<file path="config.mk">
export PLATFORM = sky130hd
export DESIGN_NAME = nibble_packer
export DESIGN_NICKNAME = d
export VERILOG_FILES = /design/src/rtl/nibble_packer_pkg.sv /design/src/rtl/nibble_packer_lane_insert.sv /design/src/rtl/nibble_packer.sv
export SDC_FILE = /design/constraint.sdc
export NUM_CORES = 1
export LEC_CHECK = 0
export CAP_MARGIN = 30
export CORE_MARGIN = 4
export CORE_UTILIZATION = 35
export CTS_CLUSTER_DIAMETER = 80
export DETAILED_ROUTE_END_ITERATION = 10
export MAX_ROUTING_LAYER = met4
export SLEW_MARGIN = 40
export SYNTH_ARGS = -nofsm -noshare
export SYNTH_HDL_FRONTEND = slang
export SYNTH_SLANG_ARGS = --single-unit
</file>
<file path="constraint.sdc">
create_clock -name clk -period 1.4 [get_ports clk]
set_clock_uncertainty 0.15 [all_clocks]
set_input_delay 0.21 -clock clk [delete_from_list [all_inputs] [get_ports clk]]
set_output_delay 0.21 -clock clk [all_outputs]
set_load 0.005 [all_outputs]
</file>
<file path="src/rtl/nibble_packer_pkg.sv">
// Shared constants and helpers for the nibble packer and its siblings in the adder datapath.
package nibble_packer_pkg;

    localparam int unsigned DEF_IN_W  = 4;
    localparam int unsigned DEF_RATIO = 2;

    // Bits needed to represent values 0..value-1.
    function automatic int unsigned clog2(input int unsigned value);
        int unsigned result;
        result = 0;
        for (int unsigned i = 0; i < 32; i++) begin
            if ((64'd1 << i) < 64'(value)) begin
                result = i + 1;
            end
        end
        return result;
    endfunction

endpackage

</file>
<file path="src/rtl/nibble_packer_lane_insert.sv">
// Writes one lane into a slot of a packed word, optionally clearing every later slot.
module nibble_packer_lane_insert
    import nibble_packer_pkg::*;
#(
    parameter int unsigned IN_W  = DEF_IN_W,
    parameter int unsigned RATIO = DEF_RATIO,
    parameter int unsigned CW    = clog2(DEF_RATIO + 1),
    localparam int unsigned OUT_W = IN_W * RATIO
) (
    input  logic [OUT_W-1:0] word,
    input  logic [IN_W-1:0]  lane,
    input  logic [CW-1:0]    slot,
    input  logic             msb_first,
    input  logic             zero_above,
    output logic [OUT_W-1:0] result
);

    int unsigned pos;

    always_comb begin
        result = word;
        pos    = 0;
        for (int unsigned i = 0; i < RATIO; i++) begin
            // Slot index counts in arrival order; pos is the physical lane position.
            pos = msb_first ? (RATIO - 1 - i) : i;
            if (slot == CW'(i)) begin
                result[pos*IN_W +: IN_W] = lane;
            end else if (zero_above && (CW'(i) > slot)) begin
                result[pos*IN_W +: IN_W] = '0;
            end
        end
    end

endmodule

</file>
<file path="src/rtl/nibble_packer.sv">
// Packs RATIO consecutive IN_W-bit lanes into one registered OUT_W-bit word with valid/ready.
module nibble_packer
    import nibble_packer_pkg::*;
#(
    parameter int unsigned IN_W      = DEF_IN_W,
    parameter int unsigned RATIO     = DEF_RATIO,
    parameter int unsigned MSB_FIRST = 1,
    localparam int unsigned OUT_W    = IN_W * RATIO,
    localparam int unsigned CW       = clog2(RATIO + 1)
) (
    input  logic             clk,
    input  logic             rst,
    input  logic [IN_W-1:0]  in_data,
    input  logic             in_valid,
    input  logic             in_last,
    output logic             in_ready,
    output logic [OUT_W-1:0] out_data,
    output logic [CW-1:0]    out_count,
    output logic             out_valid,
    input  logic             out_ready
);

    logic [OUT_W-1:0] acc_q;
    logic [OUT_W-1:0] ins_word;
    logic [OUT_W-1:0] out_data_q;
    logic [CW-1:0]    cnt_q;
    logic [CW-1:0]    out_count_q;
    logic             out_valid_q;
    logic             accept;
    logic             complete;

    assign in_ready = !out_valid_q || out_ready;
    assign accept   = in_valid && in_ready;
    assign complete = in_last || (cnt_q == CW'(RATIO - 1));

    // Slots above cnt are already zero in acc, so one zeroing insert serves both uses.
    nibble_packer_lane_insert #(
        .IN_W  (IN_W),
        .RATIO (RATIO),
        .CW    (CW)
    ) u_lane_insert (
        .word       (acc_q),
        .lane       (in_data),
        .slot       (cnt_q),
        .msb_first  (MSB_FIRST != 0),
        .zero_above (1'b1),
        .result     (ins_word)
    );

    always_ff @(posedge clk) begin
        if (rst) begin
            acc_q       <= '0;
            cnt_q       <= '0;
            out_data_q  <= '0;
            out_count_q <= '0;
            out_valid_q <= 1'b0;
        end else begin
            if (out_valid_q && out_ready) begin
                out_valid_q <= 1'b0;
            end
            if (accept) begin
                if (complete) begin
                    out_data_q  <= ins_word;
                    out_count_q <= cnt_q + CW'(1);
                    out_valid_q <= 1'b1;
                    acc_q       <= '0;
                    cnt_q       <= '0;
                end else begin
                    acc_q <= ins_word;
                    cnt_q <= cnt_q + CW'(1);
                end
            end
        end
    end

    assign out_data  = out_data_q;
    assign out_count = out_count_q;
    assign out_valid = out_valid_q;

endmodule

</file>
* Word-level counts from Yosys, hierarchy flattened
Index checks and enable logic that the tools add are counted.
Widths: inputs -> output; s select.
** Operators by class
- Multiplexer cells :: 9
- Add/subtract/negate cells :: 1
- Reductions and logical operators :: 7
- $lt $le $gt $ge :: 2
- Equality and inequality tests :: 1
** Operators with widths (count)
- $mux 8 :: 3
- $mux 4 :: 2
- $gt 1x2->1 const A :: 2
- $mux 1 :: 3
- $add 2x1->2 const B :: 1
- $eq 2x1->1 const B :: 1
- $logic_and 1x1->1 :: 2
- $logic_not 2->1 :: 1
- $logic_or 1x1->1 :: 2
- $mux 2 :: 1
- $reduce_and 2->1 :: 1
- $logic_not 1->1 :: 1
** Word-level totals
- Flip-flop bits (word level) :: 21
- Input bits :: 9
- Logic and storage cells :: 25
- Output and inout bits :: 12

* Logic depth before layout (Yosys ltp)
Gate-level depths: netlist of run 1.
- Word-level depth :: 6
- Depth in mapped cells :: 6

* Hierarchy
A second synthesis of run 1 with hierarchy kept.
** Second synthesis, totals
- Cells, all modules :: 117
- Area total of the unflattened synthesis :: 1001.0 µm²
** Modules (own cells, without submodules)
- nibble_packer :: instances 1, cells an instance 101, area each 879.6 µm²
- nibble_packer_lane_insert :: instances 1, cells an instance 16, area each 121.4 µm²

* Least setup slack after synthesis of run 1
Ideal clock, no wire load.
- Path kind :: register to register
- From :: register cnt_q[0]
- To :: register acc_q[5]
- Slack :: -85 ps
- Stages on the path, launching flop included :: 7
- Data arrival time :: 1242 ps
- Period minus slack after synthesis :: 1485 ps
- Path through :: dfxtp_1 > inv_1 > ha_1 > buf_4 > nor3_2 > nor3_4 > o32ai_1
** On the way
- Cells in the longest elaborated chain, start to end :: 4
** Ends and longest elaborated chain
- start: declaration :: RTL line nibble_packer.sv:26 : logic [CW-1:0] cnt_q;
- start signal: assignment :: RTL line nibble_packer.sv:70 : cnt_q <= cnt_q + CW'(1);
- $gt 1x2->1 :: RTL line nibble_packer_lane_insert.sv:28 : end else if (zero_above && (CW'(i) > slot)) begin
- $mux 8 :: RTL line nibble_packer_lane_insert.sv:28
- $mux 8 :: RTL line nibble_packer_lane_insert.sv:26 : if (slot == CW'(i)) begin
- $mux 8 * :: RTL line nibble_packer.sv:62 : if (complete) begin
- end signal: assignment :: RTL line nibble_packer.sv:69 : acc_q <= ins_word;
- end: declaration :: RTL line nibble_packer.sv:23 : logic [OUT_W-1:0] acc_q;
Mark *: on every way between the ends. The rest lies on a longest branch, timed or not.
A chain may end at the register's enable or synchronous reset.

* Final worst setup path of run 1
- From :: register cnt_q[1]
- To :: register out_data_q[0], in the netlist out_data[0]
** On the way
- Cells in the longest elaborated chain, start to end :: 4
** Ends and longest elaborated chain
- $logic_not 2->1 :: RTL line nibble_packer_lane_insert.sv:26
- $mux 8 :: RTL line nibble_packer_lane_insert.sv:26
- $mux 4 :: RTL line nibble_packer_lane_insert.sv:28
- $mux 4 :: RTL line nibble_packer_lane_insert.sv:26
- end signal: assignment :: RTL line nibble_packer.sv:63 : out_data_q <= ins_word;
- end: declaration :: RTL line nibble_packer.sv:25 : logic [OUT_W-1:0] out_data_q;
Several ways; a longest one is shown, not always the timed one.

==> results of run 1 <==
## sequential cells by signal (all words and copies together), names as in the netlist
name and cells:
out_valid 1, acc_q 8, cnt_q 2, out_count 2, out_data 8
## area by class of cell
type | count | area share [%]
Tap cell | 30 | 2.37
Sequential cell | 21 | 27.5
Clock buffer | 4 | 1.66
Multi-Input combinational cell | 62 | 38.1
Timing Repair Buffer | 46 | 28.3
Inverter | 8 | 2.05
## worst register-to-register path: cells and delay by family (launching register included)
family | cells | cell delay, ps
compound gates | 2 | 280
buf+inv | 1 | 60
simple gates | 1 | 290
fa+ha+maj | 1 | 190
flops | 1 | 350
## path summary, 6_finish.rpt
path	end
setup / recovery	out_data[0]
hold / removal	acc_q[0]
setup reg to reg	out_data[0]
hold reg to reg	acc_q[0]
## power groups by stage
stage | clock network, mW | registers, mW | logic (mW)
final | 0.298 | 0.649 | 0.352
after detailed placement | 0 | 0.657 | 0.312
after global routing | 0.340 | 0.655 | 0.377
after global placement | 0 | 0.657 | 0.307
after CTS | 0.313 | 0.648 | 0.337
after floorplan | 0 | 0.658 | 0.140
## synth_stat cells
cell type	number	share of area, %
ha_1	2	2.6
nand4_1	4	2.6
nand3_1	1	0.52
buf_2	2	1.0
mux2i_1	4	4.2
buf_6	1	1.2
nor2b_4	1	1.4
o31ai_1	1	0.78
or2_1	1	0.65
clkbuf_1	2	0.78
a21oi_1	8	4.2
nor3_2	1	1.0
a211oi_1	9	7.0
dfxtp_1	21	44
inv_2	2	0.78
o32ai_1	4	3.6
nor3_4	2	3.4
nor2_4	1	1.2
buf_4	2	1.6
nor3b_1	8	6.2
a31oi_1	9	5.8
o21ai_0	2	1.0
nand2b_1	4	2.6
inv_1	6	2.3
## through the flow
| stage | hold slack (ps) | area [um^2] |
|---|---|---|
| after floorplan | 177 | 1000 |
| after global placement | 304 | 1390 |
| after detailed placement | 309 | 1390 |
| after CTS | 328 | 1530 |
| after global routing | 354 | 1590 |
| final | 341 | 1590 |
## kinds of logic after synthesis
logic type / share of synthesized area (%)
AND/OR/NAND/NOR: 19.6
buffers and inverters: 7.65
flip-flops: 43.6
adder cells (fa/ha/maj): 2.59
AO/OA/AOI/OAI: 22.4
multiplexers: 4.15
## metal layers
metal  track usage (%)  wire [um]  part of all wire [%]  vias to the layer above
li1                  -          -                     -                      454
met2              25.2       1270                    48                       24
met4              9.29         52                   2.0                        0
met3              3.62        142                   5.4                        4
met1              20.2       1160                    44                      442
met5                 -          0                     0                        -
## what timing repair did
action / CTS / global route
pin swaps: 14 / 6
gates resized for setup: 43 / 11
setup endpoints to repair: 33 / 20
cloned: 0 / 0
buffers inserted: 6 / 1
==> impl_metrics.py, run 1 <==
metrics = {
    "timing": {
        "setup_viol": 9,
        "min_period_over_period_pct": 102,
        "hold_viol": 0,
        "worst_slew_pin_slew_ps": 224,
        "drv_slew": 0,
        "min_period_ps": 1430,
        "grt_setup_unrepaired": "true",
        "fmax_mhz": 699,
        "fin_tns_setup_ps": -102,
        "setup_slack_ps": -30.2,
        "max_slew_margin_pct": 85.0,
    },
    "floorplan": {
        "dieArea_um2": 3660,
        "die_x_um": 60.5,
        "core.rowCount": 18,
        "pin_count": 21,
        "die_h_um": 60.5,
        "initial_core_util_pct": 37.9,
        "core_area_um2": 2540,
    },
    "worst_setup_path": {
        "r2r_slack_ps": -30,
        "cp.buffers_inverters": 1,
        "timing.rr.start": "cnt_q[1]",
        "cp_max_fo": 11,
        "critPathLaunchType": "flip-flop",
        "critPathKind": "reg -> reg",
        "cp_num_cells": 5,
        "crit_path_end_kind": "flip-flop",
        "reg2reg_depth": 5,
        "crit_family": "flip-flops",
        "crit_chain": "inv_2 -> ha_4 -> or2_4 -> a31oi_1 -> a211oi_2",
        "slowest_delay_ps": 350,
        "cp.required_ps": 1450,
        "cp-startpoint": "cnt_q[1]",
        "crit_arrival_ps": 1480,
        "slowest_stage": "dfxtp_2",
    },
    "final_layout": {
        "fill_cells": 232,
        "fin_cells": 171,
        "syn2layout_area_growth_pct": 64.3,
        "fin_util_pct": 62.3,
        "layout.nets": 153,
        "final_common_cell": "buf_4",
        "regArea_um2": 437,
        "drive_above_1_share_pct": 50.4,
        "multi_input_area_um2": 604,
        "diodes": 0,
        "layout_common_cells": "buf_4 (18), dlygate4sd2_1 (11), dfxtp_1 (10), dfxtp_2 (10)",
    },
    "yosys": {
        "avgSynthCellArea_um2": 9.84,
        "yosysSeqAreaShare_pct": 43.6,
        "ys_types": 24,
        "syn_area_um2": 965,
        "ys_seq_elements": 21,
        "synth_cells": 98,
        "syn_nets": 109,
        "yosys_warnings": 0,
    },
    "pwr": {
        "power.total_mw": 1.30,
        "p_int_mw": 0.932,
        "netSwitchingPower_mw": 0.366,
        "p_clk_share_pct": 23.0,
        "switching_share_pct": 28.2,
        "power_density_nw_per_um2": 819,
        "power_frac_comb_pct": 27.1,
        "ir_worst_vdd_v": 0.000783,
        "p_leak_nw": 0.616,
        "p_seq_share_pct": 49.9,
    },
    "route": {
        "drtPass1Iterations": 4,
        "drc": 0,
        "wl_per_cell_um": 15.4,
        "drt-initial-drc-count": 10,
        "vias": 924,
        "via_per_inst": 5.40,
        "wl_um": 2630,
        "ant_nets": 0,
    },
    "global_routing": {
        "overflow": 0,
        "grtUsageTotal_pct": 16.5,
        "grt_pass1_vias": 956,
        "grt_max_degree": 26,
        "grt_pass1_wl_um": 4330,
        "antenna_found_initial": 0,
    },
    "placement": {
        "place_ws_ps": -297,
        "place_congestion": 0.883,
        "numPortBuffers": 20,
        "placedCellCount": 162,
        "dp_hpwl_um": 1760,
    },
    "clock_tree": {
        "cts_made_buffers": 3,
        "cts_buffer_depth": 2,
        "cts_hold_buf": 0,
        "cts_tree": "yes",
        "path_clk_slew_ps": 120,
        "cts.sinks": 21,
        "cts_max_level": 1,
        "clkLatencyLatePin_ps": 310,
        "cts_root_buf": "clkbuf_4",
    },
    "status": {
        "outcome": "finished, violations left",
        "failed_checks": "setup timing",
    },
    "job": {
        "maxCapViolations": 0,
    },
    "worst_hold_path": {
        "min_from": "acc_q[0]",
        "hp-class": "reg -> reg",
        "holdPathStages": 1,
    },
}
Power figures use the tool's default switching activity.
==> inputs of run 2 (changes only) <==
--- a/config.mk
+++ b/config.mk
@@ -5,10 +5,11 @@
 export SDC_FILE = /design/constraint.sdc
 export NUM_CORES = 1
 export LEC_CHECK = 0
-export CAP_MARGIN = 30
+export CAP_MARGIN = 20
 export CORE_MARGIN = 4
 export CORE_UTILIZATION = 35
 export CTS_CLUSTER_DIAMETER = 80
+export CTS_CLUSTER_SIZE = 40
 export DETAILED_ROUTE_END_ITERATION = 10
 export MAX_ROUTING_LAYER = met4
 export SLEW_MARGIN = 40
==> results of run 2 <==
Final layout, timing and power as in run 1 (identical DEF).
==> inputs of run 3 (changes only) <==
--- a/config.mk
+++ b/config.mk
@@ -12,6 +12,7 @@
 export CTS_CLUSTER_SIZE = 40
 export DETAILED_ROUTE_END_ITERATION = 10
 export MAX_ROUTING_LAYER = met4
+export SKIP_CTS_REPAIR_TIMING = 1
 export SLEW_MARGIN = 40
 export SYNTH_ARGS = -nofsm -noshare
 export SYNTH_HDL_FRONTEND = slang
==> run 3 against run 2 <==
The flow still finishes with violations (setup timing). Non-clock buffer count is 1 lower. Clock power grew 3%. Global-route usage shrank 1.1 points. Critical path depth unchanged. Worst setup slack lost 8.7 ps. Sequential share of layout area is 1.9 points lower. Largest cell class unchanged.
==> impl_metrics.py, run 3 (synthesized netlist as in run 1, its figures left out) <==
metrics = {
    "final_layout": {
        "design_area_um2": 1710,
        "syn2layout_area_growth_pct": 77.3,
        "layout_common_cells": "buf_4 (14), dfxtp_2 (11), dlymetal6s2s_1 (11)",
        "fin_util_pct": 67.2,
        "final_common_cell": "buf_4",
        "layout.nets": 153,
        "fill_cells": 201,
        "diodes": 0,
        "fin_cells": 171,
        "drive_above_1_share_pct": 53.9,
    },
    "clock_tree": {
        "cts_made_buffers": 3,
        "cts_root_buf": "clkbuf_4",
        "cts_buffer_depth": 2,
        "cts.sinks": 21,
        "clkLatencyLatePin_ps": 310,
        "cts_tree": "yes",
        "path_clk_slew_ps": 110,
        "cts_max_level": 1,
    },
    "placement": {
        "place_congestion": 0.883,
        "placedCellCount": 162,
        "dp_hpwl_um": 1760,
        "place_area_um2": 1390,
        "place_ws_ps": -297,
        "numPortBuffers": 20,
    },
    "worst_setup_path": {
        "slowest_stage": "dfxtp_2",
        "critPathKind": "reg -> reg",
        "critPathLaunchType": "flip-flop",
        "crit_path_end_kind": "flip-flop",
        "crit_chain": "inv_4 -> ha_4 -> or2_4 -> a31oi_1 -> a211oi_2",
        "cp.required_ps": 1450,
        "cp_max_fo": 6,
        "slowest_delay_ps": 370,
        "crit_arrival_ps": 1490,
    },
    "pwr": {
        "ir_worst_vdd_v": 0.000826,
        "power.total_mw": 1.35,
        "power_density_nw_per_um2": 792,
        "p_leak_nw": 0.763,
    },
    "timing": {
        "setup_viol": 10,
        "drv_slew": 0,
        "worst_hold_slack_ps": 341,
        "grt_setup_unrepaired": "true",
        "max_slew_margin_pct": 84.8,
        "worst_slew_pin_slew_ps": 226,
        "min_period_over_period_pct": 103,
        "min_period_ps": 1440,
        "fin_tns_setup_ps": -186,
        "hold_viol": 0,
        "setup_slack_ps": -38.9,
        "fmax_mhz": 695,
    },
    "global_routing": {
        "grt_pass1_wl_um": 4010,
        "grt_pass1_vias": 873,
        "antenna_found_initial": 0,
        "overflow": 0,
        "grtUsageTotal_pct": 15.5,
        "grt_max_degree": 26,
    },
    "route": {
        "via_per_inst": 5.60,
        "drt-initial-drc-count": 14,
        "wl_per_cell_um": 17.0,
        "ant_nets": 0,
        "wl_um": 2910,
        "drtPass1Iterations": 5,
        "drc": 0,
        "vias": 958,
    },
    "floorplan": {
        "die_h_um": 60.5,
        "core.rowCount": 18,
        "die_x_um": 60.5,
        "initial_core_util_pct": 37.9,
        "dieArea_um2": 3660,
        "core_area_um2": 2540,
        "pin_count": 21,
    },
    "worst_hold_path": {
        "hp-class": "reg -> reg",
    },
    "status": {
        "outcome": "finished, violations left",
        "failed_checks": "setup timing",
    },
    "job": {
        "maxCapViolations": 0,
    },
}
-- run 3: cell count changes in the layout (fill, tap and decap cells not counted), moves of 3 or more --
cell            previous run  this run
dlygate4sd2_1             11         0
dlymetal6s2s_1             0        11
buf_4                     18        14
a211oi_1                   6         3
a211oi_2                   3         6
buf_6                      5         8
o32ai_2                    4         1
o32ai_4                    0         3
-- run 3: power by group --
part	switching, mW	internal, mW	leakage, nW
logic	0.185	0.213	0.571
registers	0.0192	0.632	0.177
clock network	0.195	0.111	0.0150
-- run 3: critical path: cells and delay by family (launching register included) --
family / cells / cell delay (ps)
adders and majority gates: 1 / 180
buffers and inverters: 1 / 50
DFF: 1 / 370
AOI/OAI and AO/OA: 2 / 280
and+or+nand+nor: 1 / 290
-- run 3: area by class of cell --
cell class	instances	area, um^2	area share (%)
multi-input combinational	63	681	39.8
timing repair buffer	45	493	28.8
sequential	21	438	25.6
tap	30	37.5	2.19
inverter	8	35.0	2.05
clock buffer	4	26.3	1.54
-- run 3: final timing paths --
kind | start | end | slack [ps] | depth (start not counted)
max | cnt_q[1] | out_data[0] | -40 | 5
min | acc_q[2] | acc_q[2] | 340 | 1
max reg2reg | cnt_q[1] | out_data[0] | -40 | 5
min reg2reg | acc_q[2] | acc_q[2] | 340 | 1
-- run 3: metal layers --
metal  up-vias  routed length, um  track usage, %
met3        10                134            2.55
met4         0                 79            8.05
met1       464               1240            19.2
met5         -                  0               -
li1        455                  -               -
met2        29               1460            24.1
